`src/rtl/dma_sync_fifo_pkg.sv`:
```
`default_nettype none
// ============================================================================
//  Module      : dma_sync_fifo_pkg
//  Description : Shared sizing defaults and types for the SD host DMA FIFO.
//                The DMA engine and the data-line serializer import this
//                package so both sides size their FIFO interface identically.
//  Revision    : 1.0 - initial release
// ============================================================================
package dma_sync_fifo_pkg;

    // Default geometry: 16 words of 32 bits.
    localparam int DEF_DATA_WIDTH   = 32;
    localparam int DEF_ADDR_WIDTH   = 4;

    // Default watermark thresholds, in words.
    localparam int DEF_AFULL_LEVEL  = 14;
    localparam int DEF_AEMPTY_LEVEL = 2;

    // Per-cycle level operation, encoded as {read accepted, write accepted}.
    typedef enum logic [1:0] {
        OP_IDLE = 2'b00,
        OP_WR   = 2'b01,
        OP_RD   = 2'b10,
        OP_BOTH = 2'b11
    } level_op_e;

endpackage : dma_sync_fifo_pkg
`default_nettype wire

```
`src/rtl/dma_fifo_ram.sv`:
```
`default_nettype none
// ============================================================================
//  Module      : dma_fifo_ram
//  Description : Simple dual-port RAM, DEPTH x DATA_WIDTH, synchronous write
//                and synchronous read, no reset (block-RAM inferable).
//                The read register only loads when re_i is high, so the
//                output holds the last word read.
//  Ports       : clk_i    - clock
//                we_i     - write enable
//                waddr_i  - write address
//                wdata_i  - write data
//                re_i     - read enable
//                raddr_i  - read address
//                rdata_o  - registered read data
//  Revision    : 1.0 - initial release
// ============================================================================
module dma_fifo_ram #(
    parameter int DATA_WIDTH = 32,
    parameter int ADDR_WIDTH = 4
) (
    input  logic                  clk_i,
    input  logic                  we_i,
    input  logic [ADDR_WIDTH-1:0] waddr_i,
    input  logic [DATA_WIDTH-1:0] wdata_i,
    input  logic                  re_i,
    input  logic [ADDR_WIDTH-1:0] raddr_i,
    output logic [DATA_WIDTH-1:0] rdata_o
);

    localparam int DEPTH = 2 ** ADDR_WIDTH;

    logic [DATA_WIDTH-1:0] mem_q [DEPTH];
    logic [DATA_WIDTH-1:0] rdata_q;

    always_ff @(posedge clk_i) begin
        if (we_i) begin
            mem_q[waddr_i] <= wdata_i;
        end
        if (re_i) begin
            rdata_q <= mem_q[raddr_i];
        end
    end

    assign rdata_o = rdata_q;

endmodule : dma_fifo_ram
`default_nettype wire

```
`src/rtl/dma_sync_fifo.sv`:
```
`default_nettype none
// ============================================================================
//  Module      : dma_sync_fifo
//  Description : Single-clock circular-buffer FIFO between the SD host DMA
//                engine and the data-line serializer. Holds read/write
//                pointers, a fill-level counter, watermark flags decoded from
//                the registered level, sticky overflow/underflow flags, a
//                one-cycle write acknowledge and a read-valid strobe.
//  Ports       : Clk, Reset (sync, active-high), Flush_in (sync clear)
//                Data_in/WriteEn_in -> ack_write, Full_out, AlmostFull_out
//                ReadEn_in -> Data_out, Valid_out, Empty_out, AlmostEmpty_out
//                Level_out (0..DEPTH), Overflow_out, Underflow_out (sticky)
//  Revision    : 1.0 - initial release
// ============================================================================
module dma_sync_fifo
    import dma_sync_fifo_pkg::*;
#(
    parameter int DATA_WIDTH   = DEF_DATA_WIDTH,
    parameter int ADDR_WIDTH   = DEF_ADDR_WIDTH,
    parameter int AFULL_LEVEL  = DEF_AFULL_LEVEL,
    parameter int AEMPTY_LEVEL = DEF_AEMPTY_LEVEL
) (
    input  logic                  Clk,
    input  logic                  Reset,
    input  logic                  Flush_in,
    input  logic [DATA_WIDTH-1:0] Data_in,
    input  logic                  WriteEn_in,
    output logic                  ack_write,
    output logic                  Full_out,
    output logic                  AlmostFull_out,
    input  logic                  ReadEn_in,
    output logic [DATA_WIDTH-1:0] Data_out,
    output logic                  Valid_out,
    output logic                  Empty_out,
    output logic                  AlmostEmpty_out,
    output logic [ADDR_WIDTH:0]   Level_out,
    output logic                  Overflow_out,
    output logic                  Underflow_out
);

    localparam int LVL_W = ADDR_WIDTH + 1;
    localparam int DEPTH = 2 ** ADDR_WIDTH;

    logic [ADDR_WIDTH-1:0] wr_ptr_q, wr_ptr_d;
    logic [ADDR_WIDTH-1:0] rd_ptr_q, rd_ptr_d;
    logic [LVL_W-1:0]      level_q, level_d;
    logic                  ack_q, ack_d;
    logic                  valid_q, valid_d;
    logic                  ovf_q, ovf_d;
    logic                  unf_q, unf_d;
    // Masks the un-reset RAM output register until the first read after reset.
    logic                  dzero_q, dzero_d;

    logic                  full_w, empty_w;
    logic                  wr_acc_w, rd_acc_w;
    level_op_e             op_w;
    logic [DATA_WIDTH-1:0] ram_rdata_w;

    // Flags come from the registered level only.
    assign full_w  = (level_q == LVL_W'(DEPTH));
    assign empty_w = (level_q == '0);

    // Reset is included so the RAM and read register stay idle during reset.
    assign wr_acc_w = WriteEn_in && !full_w  && !Flush_in && !Reset;
    assign rd_acc_w = ReadEn_in  && !empty_w && !Flush_in && !Reset;
    assign op_w     = level_op_e'({rd_acc_w, wr_acc_w});

    always_comb begin
        wr_ptr_d = wr_ptr_q;
        rd_ptr_d = rd_ptr_q;
        level_d  = level_q;
        ack_d    = wr_acc_w;
        valid_d  = rd_acc_w;
        ovf_d    = ovf_q | (WriteEn_in && full_w);
        unf_d    = unf_q | (ReadEn_in && empty_w);
        dzero_d  = dzero_q && !rd_acc_w;

        if (wr_acc_w) begin
            wr_ptr_d = wr_ptr_q + ADDR_WIDTH'(1);
        end
        if (rd_acc_w) begin
            rd_ptr_d = rd_ptr_q + ADDR_WIDTH'(1);
        end

        case (op_w)
            OP_WR:   level_d = level_q + LVL_W'(1);
            OP_RD:   level_d = level_q - LVL_W'(1);
            default: level_d = level_q;
        endcase

        // Flush clears state but leaves the read data register alone.
        if (Flush_in) begin
            wr_ptr_d = '0;
            rd_ptr_d = '0;
            level_d  = '0;
            ack_d    = 1'b0;
            valid_d  = 1'b0;
            ovf_d    = 1'b0;
            unf_d    = 1'b0;
            dzero_d  = dzero_q;
        end
    end

    always_ff @(posedge Clk) begin
        if (Reset) begin
            wr_ptr_q <= '0;
            rd_ptr_q <= '0;
            level_q  <= '0;
            ack_q    <= 1'b0;
            valid_q  <= 1'b0;
            ovf_q    <= 1'b0;
            unf_q    <= 1'b0;
            dzero_q  <= 1'b1;
        end else begin
            wr_ptr_q <= wr_ptr_d;
            rd_ptr_q <= rd_ptr_d;
            level_q  <= level_d;
            ack_q    <= ack_d;
            valid_q  <= valid_d;
            ovf_q    <= ovf_d;
            unf_q    <= unf_d;
            dzero_q  <= dzero_d;
        end
    end

    dma_fifo_ram #(
        .DATA_WIDTH (DATA_WIDTH),
        .ADDR_WIDTH (ADDR_WIDTH)
    ) u_ram (
        .clk_i   (Clk),
        .we_i    (wr_acc_w),
        .waddr_i (wr_ptr_q),
        .wdata_i (Data_in),
        .re_i    (rd_acc_w),
        .raddr_i (rd_ptr_q),
        .rdata_o (ram_rdata_w)
    );

    assign Data_out        = dzero_q ? '0 : ram_rdata_w;
    assign Valid_out       = valid_q;
    assign ack_write       = ack_q;
    assign Full_out        = full_w;
    assign Empty_out       = empty_w;
    assign AlmostFull_out  = (level_q >= LVL_W'(AFULL_LEVEL));
    assign AlmostEmpty_out = (level_q <= LVL_W'(AEMPTY_LEVEL));
    assign Level_out       = level_q;
    assign Overflow_out    = ovf_q;
    assign Underflow_out   = unf_q;

endmodule : dma_sync_fifo
`default_nettype wire

```
`config.mk`:
```
export PLATFORM = sky130hd
export DESIGN_NAME = dma_sync_fifo
export DESIGN_NICKNAME = d
export VERILOG_FILES = /design/src/rtl/dma_sync_fifo_pkg.sv /design/src/rtl/dma_fifo_ram.sv /design/src/rtl/dma_sync_fifo.sv
export SDC_FILE = /design/constraint.sdc
export NUM_CORES = 1
export LEC_CHECK = 0
export ABC_AREA = 1
export CAP_MARGIN = 20
export CORE_UTILIZATION = 46
export DETAILED_ROUTE_END_ITERATION = 8
export PLACE_DENSITY_LB_ADDON = 0.12
export SLEW_MARGIN = 20
export SYNTH_ARGS = -nofsm -noshare
export SYNTH_HDL_FRONTEND = slang
export SYNTH_SLANG_ARGS = --single-unit
```
`constraint.sdc`:
```
create_clock -name Clk -period 9.4 [get_ports Clk]
set_clock_uncertainty 0.1 [all_clocks]
set_input_delay 1.88 -clock Clk [delete_from_list [all_inputs] [get_ports Clk]]
set_output_delay 1.88 -clock Clk [all_outputs]
set_load 0.1 [all_outputs]
```
Yosys cells after proc, flatten, opt, wreduce, memory -nomap -nowiden
Memory sizes are Yosys's and may differ from the RTL's. A register that Yosys moved wholly into a read port is not among the register bits.
Index checks and enable logic that the tools add are counted.
- add/sub/neg operators: 4
- equal/unequal tests: 3
- $lt $le $gt $ge: 2
- reduce and logical (&&, ||, !) cells: 17
- multiplexer cells: 4
- bitwise gates (word level): 2
- operators with widths (cell ; count):
    32-bit two-way mux ; 1
    5-bit case mux with 2 select lines ; 1
    1-bit logical AND ; 9
    4-bit by 1-bit adder with 4-bit output (second input constant) ; 2
    5-bit by 1-bit adder with 5-bit output (second input constant) ; 1
    5-bit == test (second input constant) ; 1
    5-bit by 4-bit greater-or-equal comparator with 1-bit output (second input constant) ; 1
    5-bit by 2-bit <= comparator with 1-bit output (second input constant) ; 1
    1-bit zero test ; 5
    5-bit zero test ; 1
    5-bit by 1-bit subtractor with 5-bit output (second input constant) ; 1
    2-bit by 1-bit == test with 1-bit output (second input constant) ; 1
    2-bit == test (second input constant) ; 1
    1-bit two-way mux ; 2
    1-bit OR ; 2
    2-bit nonzero test ; 1
    2-bit OR reduction ; 1
- bits of input ports: 37
- memory bits (writable): 512
- memories: 1
- output and inout bits: 45
- bits in registers: 18
- memories (name ; depth ; width ; rd ports ; clocked after memory_dff ; write ports ; RTL line ; RTL):
    u_ram.mem_q ; 16 ; 32 ; 1 ; 1 ; 1 ; dma_fifo_ram.sv:32 ; logic [DATA_WIDTH-1:0] mem_q [DEPTH];

Longest topological paths before layout
- word-level depth: 7
- mapped depth: 17
- depth with buffers taken out: 17

By module
A second synthesis with hierarchy kept.
- cell total of the unflattened synthesis: 2324
- area total of the unflattened synthesis: 24292.0 um^2
- by module, submodules not included (module ; cells an instance ; instances ; area an instance (um^2)):
    dma_fifo_ram ; 2120 ; 1 ; 23050.9
    dma_sync_fifo ; 204 ; 1 ; 1241.2

Least setup slack after synthesis
Ideal clock, no wire load.
- path type: reg-to-output
- from: register level_q[1] (netlist: Level_out[1])
- to: output port AlmostEmpty_out
- data required time: 7420 ps
- buffers on the path: 0
- cell stages (with the launch flop): 2
- path slack: 1888 ps
- data arrival time: 5532 ps
- path through: dfxtp_1 -> a2111oi_0
- word-level cells in the longest chain between the ends: 1
- RTL lines (what ; RTL line ; RTL):
    from (decl) ; dma_sync_fifo.sv:46 ; logic [LVL_W-1:0] level_q, level_d;
    from (signal assigned) ; dma_sync_fifo.sv:117 ; level_q <= level_d;
    5-bit by 2-bit <= comparator with 1-bit output ; dma_sync_fifo.sv:145 ; assign AlmostEmpty_out = (level_q <= LVL_W'(AEMPTY_LEVEL));
    to (decl) ; dma_sync_fifo.sv:35 ; output logic AlmostEmpty_out,
No other way between the ends.

Worst setup path in the final report
- from: register dzero_q
- to: output port Data_out[29]
- word-level cells in the longest chain between the ends: 1
- RTL lines (what ; RTL line ; RTL):
    from (decl) ; dma_sync_fifo.sv:52 ; logic dzero_q, dzero_d;
    from (signal assigned) ; dma_sync_fifo.sv:122 ; dzero_q <= dzero_d;
    32-bit two-way mux ; dma_sync_fifo.sv:139 ; assign Data_out = dzero_q ? '0 : ram_rdata_w;
    to (decl) ; dma_sync_fifo.sv:32 ; output logic [DATA_WIDTH-1:0] Data_out,
No other way between the ends.

==> results.py <==
metrics = {
    "cts": {
        "cts.sink_count": 562,
        "clk_pin_slew_worst_paths_ns": 0.05,
        "cts_repair_resize_count": 0,
        "number_of_buffers_added_to_fix_hold_violations_after_cts": 0,
        "h-tree-depth": 2,
        "library_cell_used_as_clock_root_buffer": "sky130_fd_sc_hd__clkbuf_16",
        "postCtsSetupRepairBufs": 0,
        "worstSkewPairLatency_ns": 0.62,
        "cts_tree": "built",
        "ctsLongestPathBuffers": 3,
        "cts_made_buffers": 58,
    },
    "placed_design": {
        "placed_cell_area_um2": 24100,
        "gp_congestion": 0.743,
        "numPortBuffers": 81,
        "dp_hpwl_um": 28300,
    },
    "worst_setup_path": {
        "critPathCaptureType": "output port",
        "path_cells": "nor2_1 -> clkdlybuf4s50_1",
        "critical_path.max_stage_delay_ns": 1.01,
        "critical_path_arrival_ns": 2.69,
        "timing.setup.critical_path_class": "register to output port",
        "critical_path_required_ns": 7.42,
        "worst_setup_path_start_kind": "register",
        "worst_path_max_delay_cell": "sky130_fd_sc_hd__clkdlybuf4s50_1",
        "max_fanout_on_critical_path": 33,
    },
    "layout": {
        "areaGrowthSynthToFinish_pct": 14.8,
        "diodes": 0,
        "fin_util_pct": 53.9,
        "final.fill_count": 4129,
        "drive_above_1_share_pct": 6.48,
        "layout.nets": 2009,
        "fin_area_um2": 25900,
    },
    "sta": {
        "maxSlewHeadroom_pct": 26.6,
        "period_share_pct": 49.6,
        "finalSetupViolCount": 0,
        "fmaxAchievable_mhz": 214,
        "period_needed_ns": 4.67,
        "hold_slack_ns": 0.372,
        "hold_viol_final": 0,
        "tightest_slew_ns": 1.10,
        "unrepaired_setup_endpoints_after_global_routing": "no",
        "timing_max_transition_violations_final": 0,
        "finalSetupTns_ns": 0,
    },
    "logic_synthesis": {
        "postSynthCellCount": 1894,
        "yosysWarningCount": 0,
        "ys_seq_elements": 562,
        "synthDistinctLibCells": 27,
        "syn_area_um2": 22600,
        "seq_area_frac_synth_pct": 74.0,
        "postSynthNetCount": 1941,
        "avgSynthCellArea_um2": 11.9,
    },
    "grt": {
        "grt_pass1_wl_um": 82000,
        "grt_antenna_before_repair": 1,
        "grt_pass1_vias": 13500,
        "gr-usage-all-layers_pct": 21.8,
        "grt_overflow": 0,
        "grt_max_degree": 199,
    },
    "route": {
        "routedWlPerCell_um": 20.4,
        "drt_first_iter_violations": 1146,
        "drtPass1Iterations": 6,
        "wirelength_um": 53600,
        "via_count": 14000,
        "drc_errors": 0,
        "number_of_nets_with_antenna_violations_after_detailed_routing": 0,
        "route.detailed.vias_per_inst": 5.34,
    },
    "power": {
        "power_density_nw_per_um2": 196,
        "p_leak_nw": 9.32,
        "finalPower_mw": 5.07,
        "worst_ir_drop_on_vdd_mv": 0.190,
    },
    "floorplanning": {
        "core_area_um2": 48000,
        "num_rows": 80,
        "die_area_um2": 49900,
        "floorplan.initialDensity_pct": 47.0,
        "ios": 82,
        "floorplan.die.height_um": 223,
        "die_w_um": 223,
    },
    "min_path": {
        "min_path_type": "register to register",
    },
    "status": {
        "result_of_the_run": "complete, no violations",
    },
    "job": {
        "max_cap_violations": 0,
    },
}
report_power, final:
part	internal, mW	switching [mW]	total, mW
logic	0.0376	0.117	0.154
clock network	1.25	0.911	2.16
registers	2.76	0.00591	2.76
registers in the layout (all words and copies together) (netlist names), 4 cells and up:
register / count
rd_ptr_q: 4
Level_out: 5
u_ram.rdata_o: 32
u_ram.mem_q: 512
wr_ptr_q: 4
stage by stage:
stage          std cells  setup slack [ns]
2_1_floorplan       1894              1.89
3_3_place_gp        2510              4.19
3_5_place_dp        2515              4.17
4_1_cts             2620              4.55
5_1_grt             2622              4.54
6_report            2622              4.73
worst max-delay path, delay by kind of cell (launching register included):
kind                   cells  cell delay (ns)
and+or+nand+nor            1             0.16
DFF                        1             0.84
buffers and inverters      1             1.01
kinds of logic after synthesis:
| logic type | Yosys count | share of synthesized area (%) |
|---|---|---|
| flip-flops | 562 | 74.0 |
| AND/OR/NAND/NOR | 803 | 14.4 |
| adder cells (fa/ha/maj) | 10 | 0.588 |
| XOR/XNOR | 1 | 0.0388 |
| AO/OA/AOI/OAI | 270 | 6.26 |
| buffers and inverters | 248 | 4.69 |
cells in the mapped netlist:
cell                        count  area [um^2]
sky130_fd_sc_hd__a2111oi_0      1         8.76
sky130_fd_sc_hd__a21oi_1      129          646
sky130_fd_sc_hd__buf_1          6         22.5
sky130_fd_sc_hd__buf_2         44          220
sky130_fd_sc_hd__buf_4         15          113
sky130_fd_sc_hd__buf_6          2         22.5
sky130_fd_sc_hd__clkbuf_1      33          124
sky130_fd_sc_hd__clkinv_1       2         7.51
sky130_fd_sc_hd__dfxtp_1       18          360
sky130_fd_sc_hd__edfxtp_1     544        16300
sky130_fd_sc_hd__fa_1           1         20.0
sky130_fd_sc_hd__ha_1           9          113
sky130_fd_sc_hd__inv_1        143          537
sky130_fd_sc_hd__inv_2          3         11.3
sky130_fd_sc_hd__nand2_1      420         1580
sky130_fd_sc_hd__nand2_2        1         6.26
sky130_fd_sc_hd__nand3_1      178          891
sky130_fd_sc_hd__nand4_1        1         6.26
sky130_fd_sc_hd__nor2_1       200          751
sky130_fd_sc_hd__nor2_2         1         6.26
sky130_fd_sc_hd__nor2_4         1         11.3
sky130_fd_sc_hd__o211ai_1      22          165
sky130_fd_sc_hd__o21ai_0      103          515
sky130_fd_sc_hd__o21ai_1       14         70.1
sky130_fd_sc_hd__o31ai_1        1         7.51
sky130_fd_sc_hd__or2_2          1         6.26
sky130_fd_sc_hd__xnor2_1        1         8.76
worst paths after layout:
kind,from,endpoint,slack (ns),depth (start not counted)
worst min-delay path,Underflow_out$_SDFF_PP0_,Underflow_out$_SDFF_PP0_,0.37,2
worst max-delay path,dzero_q$_SDFFE_PP1N_,Data_out[29],4.73,2
worst min register to register,Underflow_out$_SDFF_PP0_,Underflow_out$_SDFF_PP0_,0.37,2
worst max register to register,Level_out[4]$_SDFFE_PP0P_,Level_out[4]$_SDFFE_PP0P_,6.02,16
cell usage in the layout (no fill, tap or decap), drive strengths merged:
| cell | n |
|---|---|
| edfxtp | 544 |
| inv | 147 |
| buf | 27 |
| bufinv | 2 |
| nand4 | 1 |
| fa | 1 |
| nor2 | 202 |
| a21oi | 129 |
| xnor2 | 1 |
| or2 | 1 |
| clkbuf | 83 |
| o211ai | 22 |
| ha | 9 |
| a2111oi | 1 |
| clkinv | 19 |
| clkdlybuf4s50 | 81 |
| nand3 | 178 |
| nand2 | 421 |
| o21ai | 117 |
| o31ai | 1 |
| dfxtp | 18 |
| clkinvlp | 2 |
layout make-up:
type                    instances  area [um^2]  area share (%)
inverters                     148          563            2.17
clock buffers                  83         1630            6.28
multi-input cells            1084         4930            19.0
repair buffers                108         1150            4.45
well taps                     615          769            2.97
clock inverters                22          154           0.594
flip-flops and latches        562        16700            64.5
layer usage:
metal / vias up / routed length (um) / track usage (%)
met5: - / 11 / 0
met4: 2 / 969 / 5.90
met3: 65 / 2100 / 2.65
met2: 274 / 26300 / 36.7
met1: 6983 / 24200 / 30.1
li1: 6687 / - / -
Power figures use the tool's default switching activity.
==> edit 1: new RTL, same flow settings <==
Change the package constant `DEF_DATA_WIDTH` from 32 to 36.
--- a/src/rtl/dma_sync_fifo_pkg.sv
+++ b/src/rtl/dma_sync_fifo_pkg.sv
@@ -9,7 +9,7 @@
 package dma_sync_fifo_pkg;
 
     // Default geometry: 16 words of 32 bits.
-    localparam int DEF_DATA_WIDTH   = 32;
+    localparam int DEF_DATA_WIDTH   = 36;
     localparam int DEF_ADDR_WIDTH   = 4;
 
     // Default watermark thresholds, in words.
Ports: changed (resized Data_in and Data_out); port bits go from 82 to 90. The function was not compared with the original's and may differ.
==> edit 1 against the original RTL <==
- clock power rose by 16%
- power up 14%
- combinational power up 12%
- largest power group unchanged
- routed wire length increased by 12%
- worst hold slack improved by 0.033 ns
- setup slack got worse by 0.0026 ns
- synthesized area is 12% higher
- critical path depth rose by 1
- cell area grew 12%
- sequential cell count increased by 68
==> edit 1: results <==
metrics = {
    "synthesis": {
        "synth_edf_count": 612,
        "synth_cell_types": 25,
        "ys_ff_latch": 630,
        "syn-mean-instance-area_um2": 12.0,
    },
    "layout": {
        "buf_share": 0.0386,
        "fill_cells": 4573,
        "ff_latch_area_um2": 18700,
        "multi_input_area_share": 0.189,
        "layout-drive-gt1-share": 0.0614,
        "n_all_buffers": 117,
        "multi_input_gates": 1202,
    },
    "routing": {
        "num_vias": 15600,
        "via_per_inst": 5.32,
        "initialDrtViolationCount": 1209,
        "met2WireLength_um": 29100,
        "wl_met1_um": 26600,
    },
    "global_routing": {
        "use_met1": 0.295,
        "antenna_found_initial": 3,
        "grt_start_max_net_pins": 220,
        "grtUsageMet2": 0.365,
    },
    "critical_path": {
        "slowest_delay_ns": 1.21,
        "crit_fanout": 6,
    },
    "power": {
        "leakagePower_nw": 10.4,
        "fin_total_pwr_mw": 5.78,
        "vdd_drop_max_v": 0.000126,
    },
    "run_status": {
        "status": "completed",
    },
    "clock_network": {
        "cts_buffers": 68,
        "htreeDepth": 3,
        "clock_latency_ns": 0.58,
    },
    "place": {
        "dp_worst_setup_slack_ns": 4.16,
    },
    "timing": {
        "max-slew-margin-rel": 0.267,
    },
}
[edit 1: how the worst max path moves through the flow]
stage | slack (ns) | startpoint | end
floorplan | 1.89 | Level_out[1] | AlmostEmpty_out
global placement | 4.25 | Reset | u_ram.mem_q[8][3]
detailed placement | 4.16 | Reset | u_ram.mem_q[8][3]
CTS | 4.54 | dzero_q | Data_out[7]
global route | 4.60 | Level_out[1] | AlmostFull_out
finish | 4.73 | Level_out[1] | AlmostFull_out
[edit 1: kinds of logic after synthesis]
logic type | Yosys count | synth area share
adder cells (fa/ha/maj) | 10 | 0.00525
AND/OR/NAND/NOR | 899 | 0.144
flip-flops | 630 | 0.741
AO/OA/AOI/OAI | 292 | 0.0609
XOR/XNOR | 1 | 0.000347
buffers and inverters | 282 | 0.0479
[edit 1: critical path, delay by kind of cell, from the launching register on]
kind / cells / cell delay [ns]
buffers and inverters: 2 / 1.32
DFF: 1 / 0.43
AOI/OAI and AO/OA: 1 / 0.36
==> edit 2: new RTL, same settings <==
Without the edit above. Reset style: asynchronous (`Reset`), changed in one clocked block. Comments in the files are not updated.
--- a/src/rtl/dma_sync_fifo.sv
+++ b/src/rtl/dma_sync_fifo.sv
@@ -101,7 +101,7 @@
         end
     end
 
-    always_ff @(posedge Clk) begin
+    always_ff @(posedge Clk or posedge Reset) begin
         if (Reset) begin
             wr_ptr_q <= '0;
             rd_ptr_q <= '0;
Check against the original RTL: differs if Reset is asserted again (counterexample within 4 cycles, from zero or initial values and one cycle with Reset high); with Reset held inactive, the same outputs for 4 cycles.
==> edit 2 against the original RTL <==
- synthesized area is 2.2% lower
- critical path depth is the same
- setup slack lost 0.17 ns
- cell area decreased by 2.1%
- sequential cell count unchanged
- routed wire length decreased by 1.2%
- largest cell class unchanged
- highest routed layer is now met4
Power is not compared: it rests on default switching activity, and its combinational part moved more than twofold at a synthesized area within 25%.
==> edit 2: results <==
metrics = {
    "critical_path": {
        "cpMaxStageDelayCell": "dfstp_2",
        "rrSetupSlack_ns": 6.19,
        "slowest_delay_ns": 1.10,
        "cp_data_arrival_time_ns": 2.86,
        "crit_family": "flip-flops",
    },
    "global_routing": {
        "antenna_found_initial": 0,
        "grt_pass1_vias": 13000,
        "grt_pass1_wl_um": 80800,
        "grtUsageTotal": 0.219,
        "use_met1": 0.309,
        "grtUsageMet2": 0.364,
    },
    "place": {
        "placedCellCount": 2234,
        "place_congestion": 0.783,
        "post-dp-hpwl_um": 27100,
    },
    "clock_network": {
        "cts_buffers": 59,
        "clk_pin_slew_worst_paths_ns": 0.06,
    },
    "routing": {
        "via_per_inst": 5.63,
        "drt_pass1_iterations": 5,
        "drt-total-wl_um": 53000,
        "initialDrtViolationCount": 1311,
    },
    "synthesis": {
        "syn-num-nets": 1662,
        "ys_seq_area_frac": 0.761,
        "synth_cell_types": 36,
        "synth_area_leaders": "edfxtp_1 (74%), nand2_1 (4.0%), o21ai_0 (3.3%)",
        "syn-mean-instance-area_um2": 13.6,
        "async_flop_share": 0.0320,
    },
    "run_status": {
        "status": "completed",
    },
    "layout": {
        "layoutNonFillerInstCount": 2340,
        "layout-drive-gt1-share": 0.0969,
    },
    "power": {
        "leakagePower_nw": 8.73,
    },
    "timing": {
        "max-slew-margin-rel": 0.333,
    },
}
[edit 2: changes by cell type in the layout (fill, tap and decap cells not counted), moves of 19 or more]
cell	change
a221oi_1	+27
nand2_1	-187
nand3_1	-131
inv_1	-87
nor2_1	-19
o22ai_1	+45
nand4_1	+20
o21ai_0	+42
o21ai_1	+23
o221ai_1	+20
o211ai_1	-22
a21oi_1	-36
[edit 2: area by class of cell]
cell class / instances / area (um^2)
Sequential cell: 562 / 16800
Clock buffer: 69 / 1540
Fill cell: 3864 / 21600
Timing Repair Buffer: 109 / 1020
Clock inverter: 37 / 342
Inverter: 61 / 239
Tap cell: 607 / 759
Multi-Input combinational cell: 895 / 4660
[edit 2: cell families (layout without fill, tap and decap cells)]
group                      count (synthesis)  after routing  share of synthesized area
buffers and inverters                    161            276                     0.0334
AOI/OAI and AO/OA                        385            385                      0.106
xor gates and xnor gates                   3              3                    0.00119
adders and majority gates                  7              7                    0.00397
DFF                                      562            562                      0.761
and+or+nand+nor                          499            499                     0.0943
muxes                                      1              1                   0.000454
[edit 2: final timing paths]
kind,cells past startpoint,to,startpoint
min in group asynchronous,2,Valid_out,Reset
setup / recovery,2,Data_out[15],dzero_q
hold reg to reg,2,Overflow_out,Overflow_out
setup reg to reg,5,u_ram.rdata_o[27],rd_ptr_q[3]
hold / removal,2,Overflow_out,Overflow_out
max in group asynchronous,2,rd_ptr_q[0],Reset
[edit 2: per-layer routing]
metal | part of all wire | routed length [um]
met2 | 0.49 | 25800
met1 | 0.45 | 23800
met4 | 0.019 | 1010
met3 | 0.045 | 2360
met5 | 0 | 0
[edit 2: tightest hold or removal path: cells and delay by family (launching register included)]
kind            cells  cell delay (ns)
flops               1             0.34
simple gates        1             0.09
compound gates      1             0.04
[edit 2: power groups by stage]
stage	logic, mW	registers [mW]	clock network, mW
detailed placement	0.939	2.90	0
finish	0.933	2.84	2.26
floorplan	0.658	2.93	0
global route	1.01	2.85	2.40
global placement	0.931	2.90	0
CTS	0.941	2.84	2.30
[edit 2: stage by stage]
stage,power (mW),hold WS [ns],setup WS [ns]
after floorplan,3.59,0.462,4.82
after global placement,3.83,0.423,4.72
after detailed placement,3.84,0.406,4.66
after CTS,6.09,0.420,4.42
after global routing,6.25,0.440,4.37
final,6.04,0.417,4.56
